## config.mk

```make
export PLATFORM = sky130hd
export DESIGN_NAME = mandelbrot_render_sequencer
export DESIGN_NICKNAME = d
export VERILOG_FILES = /design/src/rtl/mandelbrot_render_sequencer.sv
export SDC_FILE = /design/constraint.sdc
export NUM_CORES = 1
export LEC_CHECK = 0
export ABC_AREA = 1
export CAP_MARGIN = 5
export CORE_UTILIZATION = 58
export CTS_CLUSTER_SIZE = 30
export DETAILED_ROUTE_END_ITERATION = 16
export PLACE_DENSITY = 0.9
export RECOVER_POWER = 100
export SLEW_MARGIN = 20
export SYNTH_ARGS = -nofsm -noshare
export SYNTH_HDL_FRONTEND = slang
export SYNTH_SLANG_ARGS = --single-unit
```

## constraint.sdc

```tcl
create_clock -name clk -period 4.1 [get_ports clk]
set_input_delay 1.025 -clock clk [delete_from_list [all_inputs] [get_ports clk]]
set_output_delay 1.025 -clock clk [all_outputs]
set_load 0.01 [all_outputs]
```

## src/rtl/mandelbrot_render_sequencer.sv

```systemverilog
// Frame sequencer: dispatches raster pixels round-robin to NUM_CORES engines, writes results in raster order.
// Optional macro RENDER_PERF_EN adds the frame_cycles performance counter output.
module mandelbrot_render_sequencer #(
   parameter int NUM_CORES = 2,
   parameter int H_PIXELS  = 160,
   parameter int V_PIXELS  = 120,
   parameter int OUT_WIDTH = 4,
   parameter int CFG_WIDTH = 33,
   localparam int XW = (H_PIXELS > 1) ? $clog2(H_PIXELS) : 1,
   localparam int YW = (V_PIXELS > 1) ? $clog2(V_PIXELS) : 1
) (
   input  logic                           clk,
   input  logic                           rst_n,
   input  logic                           start,
   input  logic                           abort,
   input  logic                           cfg_shift_en,
   input  logic                           cfg_data,
   output logic [CFG_WIDTH-1:0]           cfg_out,
   output logic [XW-1:0]                  px_x,
   output logic [YW-1:0]                  px_y,
   output logic [NUM_CORES-1:0]           core_run,
   input  logic [NUM_CORES-1:0]           core_running,
   input  logic [NUM_CORES*OUT_WIDTH-1:0] core_ctr,
   output logic                           fb_write_mode,
   output logic                           fb_reset_wr_ptr,
   input  logic                           fb_wr_ready,
   output logic                           fb_wr_valid,
   output logic [OUT_WIDTH-1:0]           fb_wr_data,
   output logic                           busy,
   output logic                           frame_done
`ifdef RENDER_PERF_EN
   ,
   output logic [31:0]                    frame_cycles
`endif
);

   localparam int TOTAL = H_PIXELS * V_PIXELS;
   localparam int NW    = $clog2(TOTAL + 1);
   localparam int PW    = (NUM_CORES > 1) ? $clog2(NUM_CORES) : 1;

   typedef enum logic [1:0] {S_IDLE, S_CLR, S_RUN} state_t;

   state_t               state, state_nxt;
   logic [NUM_CORES-1:0] pending, held, run_q, cap, pending_nxt, held_nxt;
   logic [OUT_WIDTH-1:0] held_data [NUM_CORES];
   logic [PW-1:0]        dptr, rptr;
   logic [NW-1:0]        disp_cnt, ret_cnt;
   logic                 dispatch, retire, last_retire, frame_abort;

   always_ff @(posedge clk or negedge rst_n) begin
      if (!rst_n) state <= S_IDLE;
      else        state <= state_nxt;
   end

   always_comb begin
      state_nxt   = state;
      frame_abort = abort && (state != S_IDLE);
      // abort suppresses both dispatch and retire in the cycle it is seen
      dispatch    = (state == S_RUN) && !abort && (disp_cnt < NW'(TOTAL)) &&
                    !pending[dptr] && !held[dptr];
      retire      = (state == S_RUN) && !abort && held[rptr] && fb_wr_ready;
      last_retire = retire && (ret_cnt == NW'(TOTAL - 1));
      cap         = pending & run_q & ~core_running;
      pending_nxt = pending & ~cap;
      held_nxt    = held | cap;
      if (dispatch) pending_nxt[dptr] = 1'b1;
      if (retire)   held_nxt[rptr]    = 1'b0;
      if (frame_abort || state == S_CLR) begin
         pending_nxt = '0;
         held_nxt    = '0;
      end
      core_run = '0;
      if (dispatch) core_run[dptr] = 1'b1;
      fb_wr_valid     = retire;
      fb_wr_data      = retire ? held_data[rptr] : '0;
      fb_reset_wr_ptr = (state == S_CLR);
      busy            = (state != S_IDLE);
      case (state)
         S_IDLE:  if (start) state_nxt = S_CLR;
         S_CLR:   state_nxt = abort ? S_IDLE : S_RUN;
         S_RUN:   if (abort || last_retire) state_nxt = S_IDLE;
         default: state_nxt = S_IDLE;
      endcase
   end

   always_ff @(posedge clk or negedge rst_n) begin
      if (!rst_n) begin
         cfg_out       <= '0;
         run_q         <= '0;
         pending       <= '0;
         held          <= '0;
         frame_done    <= 1'b0;
         fb_write_mode <= 1'b0;
         px_x          <= '0;
         px_y          <= '0;
         dptr          <= '0;
         rptr          <= '0;
         disp_cnt      <= '0;
         ret_cnt       <= '0;
         for (int k = 0; k < NUM_CORES; k++) held_data[k] <= '0;
      end else begin
         run_q      <= core_running;
         pending    <= pending_nxt;
         held       <= held_nxt;
         frame_done <= last_retire;
         if (cfg_shift_en) cfg_out <= {cfg_data, cfg_out[CFG_WIDTH-1:1]};
         for (int k = 0; k < NUM_CORES; k++)
            if (cap[k]) held_data[k] <= core_ctr[k*OUT_WIDTH +: OUT_WIDTH];
         if (state == S_IDLE && start)     fb_write_mode <= 1'b1;
         else if (frame_abort || last_retire) fb_write_mode <= 1'b0;
         if (state == S_CLR) begin
            px_x     <= '0;
            px_y     <= '0;
            dptr     <= '0;
            rptr     <= '0;
            disp_cnt <= '0;
            ret_cnt  <= '0;
         end else begin
            if (dispatch) begin
               disp_cnt <= disp_cnt + 1'b1;
               dptr     <= (dptr == PW'(NUM_CORES - 1)) ? '0 : dptr + 1'b1;
               if (px_x == XW'(H_PIXELS - 1)) begin
                  px_x <= '0;
                  px_y <= (px_y == YW'(V_PIXELS - 1)) ? '0 : px_y + 1'b1;
               end else begin
                  px_x <= px_x + 1'b1;
               end
            end
            if (retire) begin
               ret_cnt <= ret_cnt + 1'b1;
               rptr    <= (rptr == PW'(NUM_CORES - 1)) ? '0 : rptr + 1'b1;
            end
         end
      end
   end

`ifdef RENDER_PERF_EN
   logic [31:0] perf_cnt;

   // perf_cnt holds the number of cycles elapsed since CLR, CLR cycle included
   always_ff @(posedge clk or negedge rst_n) begin
      if (!rst_n) begin
         perf_cnt     <= '0;
         frame_cycles <= '0;
      end else begin
         if (state == S_CLR)      perf_cnt <= 32'd1;
         else if (state == S_RUN) perf_cnt <= perf_cnt + 32'd1;
         if (last_retire) frame_cycles <= perf_cnt + 32'd1;
      end
   end
`endif

endmodule

```

==> out/results.ini <==
[cells_and_area]
fin_nets=720
utilization=0.7180
syn_to_final_growth_pct=19.25
antenna_cells=0
seqCellArea_um2=2452
multiInputGateArea_um2=2103
final_layout_size_suffix_gt1_frac=0.05398
fillerInstances=615
final_cells=809
final_area_um2=5929

[yosys]
ys.warnings.count=0
synth_top_area_frac=0.4932
synth_largest_area_cell=dfrtp_1
synth_edf_count=0
async_flop_share=1.000
syn_area_um2=4972
avgSynthCellArea_um2=7.943
yosysSeqAreaShare=0.4932
ys_ff_latch=98
synth_flop_cell=dfrtp_1
yosysUniqueCellTypes=35
ys_top_cells_by_area=dfrtp_1 49%, nand2_1 14%, nor2_1 5.3%, inv_1 4.8%, nand3_1 4.4%
synth_nets=647
synth_cells=626

[pwr]
p_sw_frac=0.3244
power_density_nw_per_um2=380.3
internal_power_uw=1523
seq_power_share=0.519
ir_drop_v=0.0002814
power.share.clock=0.277
combPwrFrac=0.204
p_leak_uw=0.002897
p_switching_uw=731.6

[route]
wl_per_cell_um=13.80
drtIter0Drc=347
wirelength_um=11160
num_vias=4413
drc=0
postRouteAntennaNets=0
drt-vias-per-instance=5.455
first_pass_iters=6

[floorplanning]
core-area_um2=8258
die_w_um=94.59
dieArea_um2=8947
fp.dieH_um=94.59
initial_utilization=0.6021
pin_count=76
std_cell_rows=33

[global_route]
grt_usage=0.2704
grt_pass1_vias=4154
grt_util_met2=0.4487
grt-busiest-layer=met2
grt_remaining_overflow=0
grt_pass1_wl_um=18820
met1_usage=0.3406
grt_max_degree=68
met3_usage=0.06602
grt_antenna_before_repair=0

[clocking]
cts_buffers=9
cts_hold_buffers=0
post_cts_resized=0
cts_max_level=3
clk_transition_reported_paths_ns=0.11
cts_tree=done
clock_latency_ns=0.37
clockBufferDepth=2
cts_root_buffer=clkbuf_8
cts_setup_buffers=0
cts_sinks=98

[timing]
setup_violations=0
rsz0062_at_grt=no
maxSlewViolCount=134
finalHoldViolCount=0
slew_headroom=-0.4734
tightest_slew_ns=2.210
fin_worst_skew_ns=0.01364
max_freq_mhz=258.2
min_period_ns=3.873
fin_tns_setup_ns=0
fin_crit_sh=0.9447

[job]
maxCapViolations=2

[run_status]
violations=capacitance limit, slew limit
outcome=finished with violations

[placement]
gp_congestion=0.9413
hpwl_um=7760
numPortBuffers=75
post-place-cells=793
place_area_um2=5779

[critical_path]
arrival_ns=2.85
cp_max_fo=4
critical_path_class=primary input to primary output
cp.required_ns=3.07
cp-end-kind=primary output
cp-start-kind=primary input

[hold_path]
min_path_type=register to register

==> routing by layer <==
layer | up-vias | share of wire
met5 | - | 0
met4 | 0 | 0.014
met3 | 15 | 0.080
met2 | 175 | 0.49
met1 | 2060 | 0.42
li1 | 2163 | -
==> area by class of cell <==
class                           instances  area share
Clock buffer                            9     0.02089
Sequential cell                        98      0.4136
Tap cell                              105     0.02216
Clock inverter                          7     0.01329
Multi-Input combinational cell        442      0.3547
Timing Repair Buffer                   80      0.1279
Inverter                               68     0.04748
==> worst paths after layout <==
kind,from,to,slack [ns],cells past startpoint
worst min register to register,cfg_out[27],cfg_out[26],0.52,2
worst min-delay path,cfg_out[27],cfg_out[26],0.52,2
min in group asynchronous,rst_n,ret_cnt[9],1.04,1
worst max-delay path,abort,core_run[0],0.23,9
worst max register to register,state[1],disp_cnt[1],1.20,6
max in group asynchronous,rst_n,pending[0],1.48,2
==> stage by stage <==
| stage | hold WS (ns) | worst slack (ns) | total power [uW] |
|---|---|---|---|
| finish | 0.5201 | 0.2268 | 2255 |
| global route | 0.5367 | 0.1239 | 2379 |
| CTS | 0.5213 | 0.2507 | 2305 |
| detailed placement | 0.4948 | 0.2751 | 1684 |
| global placement | 0.4892 | 0.3014 | 1663 |
| floorplan | 0.4678 | 1.301 | 1450 |
==> sequential cells by signal (all words and copies together), names as in the netlist, 2 cells and up <==
name / count
held_data: 8
pending: 2
ret_cnt: 15
held: 2
run_q: 2
state: 2
px_x: 8
px_y: 7
cfg_out: 33
disp_cnt: 15
==> cell usage in the layout, fill, tap and decap left out <==
| cell | n |
|---|---|
| inv_1 | 66 |
| a21oi_1 | 23 |
| nor2_1 | 72 |
| o21ai_1 | 3 |
| nand4_1 | 27 |
| o31ai_1 | 1 |
| ha_1 | 4 |
| nor2_2 | 1 |
| dlygate4sd3_1 | 60 |
| xor2_1 | 8 |
| nand3b_1 | 2 |
| clkbuf_8 | 9 |
| nor3_1 | 9 |
| and2_0 | 1 |
| inv_6 | 4 |
| nor3b_1 | 1 |
| or2_2 | 2 |
| o21ai_0 | 29 |
| a21o_1 | 1 |
| nand2_1 | 188 |
| clkinv_8 | 2 |
| a21oi_2 | 3 |
| clkbuf_2 | 1 |
| bufinv_16 | 1 |
| o211ai_1 | 1 |
| mux2_2 | 9 |
| inv_8 | 1 |
| nand2_4 | 1 |
| o21bai_1 | 7 |
| nand3_2 | 1 |
| clkbuf_1 | 6 |
| inv_2 | 1 |
| nand2_2 | 2 |
| clkdlybuf4s50_1 | 13 |
| nand3_1 | 45 |
| dfrtp_1 | 98 |
| xnor2_1 | 1 |
==> power by group through the flow <==
stage / Sequential (uW) / Clock (uW) / Combinational [uW]
global placement: 1180 / 0 / 480
detailed placement: 1190 / 0 / 496
finish: 1170 / 624 / 461
floorplan: 1200 / 0 / 249
global route: 1190 / 680 / 511
CTS: 1170 / 633 / 499
==> cell usage after synthesis, types with 3 or more instances <==
cell / number
mux2_2: 9
inv_2: 3
nand2_1: 184
dfrtp_1: 98
nand2_2: 5
ha_1: 4
xor2_1: 8
inv_1: 64
buf_2: 6
a21oi_1: 23
nand4_1: 27
o21ai_0: 28
nor3_1: 9
o21ai_1: 4
nand3_1: 44
buf_6: 3
o21bai_1: 7
clkbuf_1: 6
a21oi_2: 3
nor2_1: 70
==> kinds of logic after synthesis <==
logic type                 share of synthesized area
and+or+nand+nor                               0.3070
DFF                                           0.4932
buffers and inverters                        0.07775
AOI/OAI and AO/OA                            0.07574
xor gates and xnor gates                     0.01585
muxes                                        0.02038
adders and majority gates                    0.01007
==> critical path, stage by stage <==
cell	delay [ns]
clkdlybuf4s50_1	0.40
inv_1	0.09
nand3_1	0.14
inv_1	0.17
nand2_1	0.08
a21oi_2	0.17
nand2_1	0.14
inv_1	0.09
clkdlybuf4s50_1	0.53
Note: power is estimated with default switching activity, not from simulation.
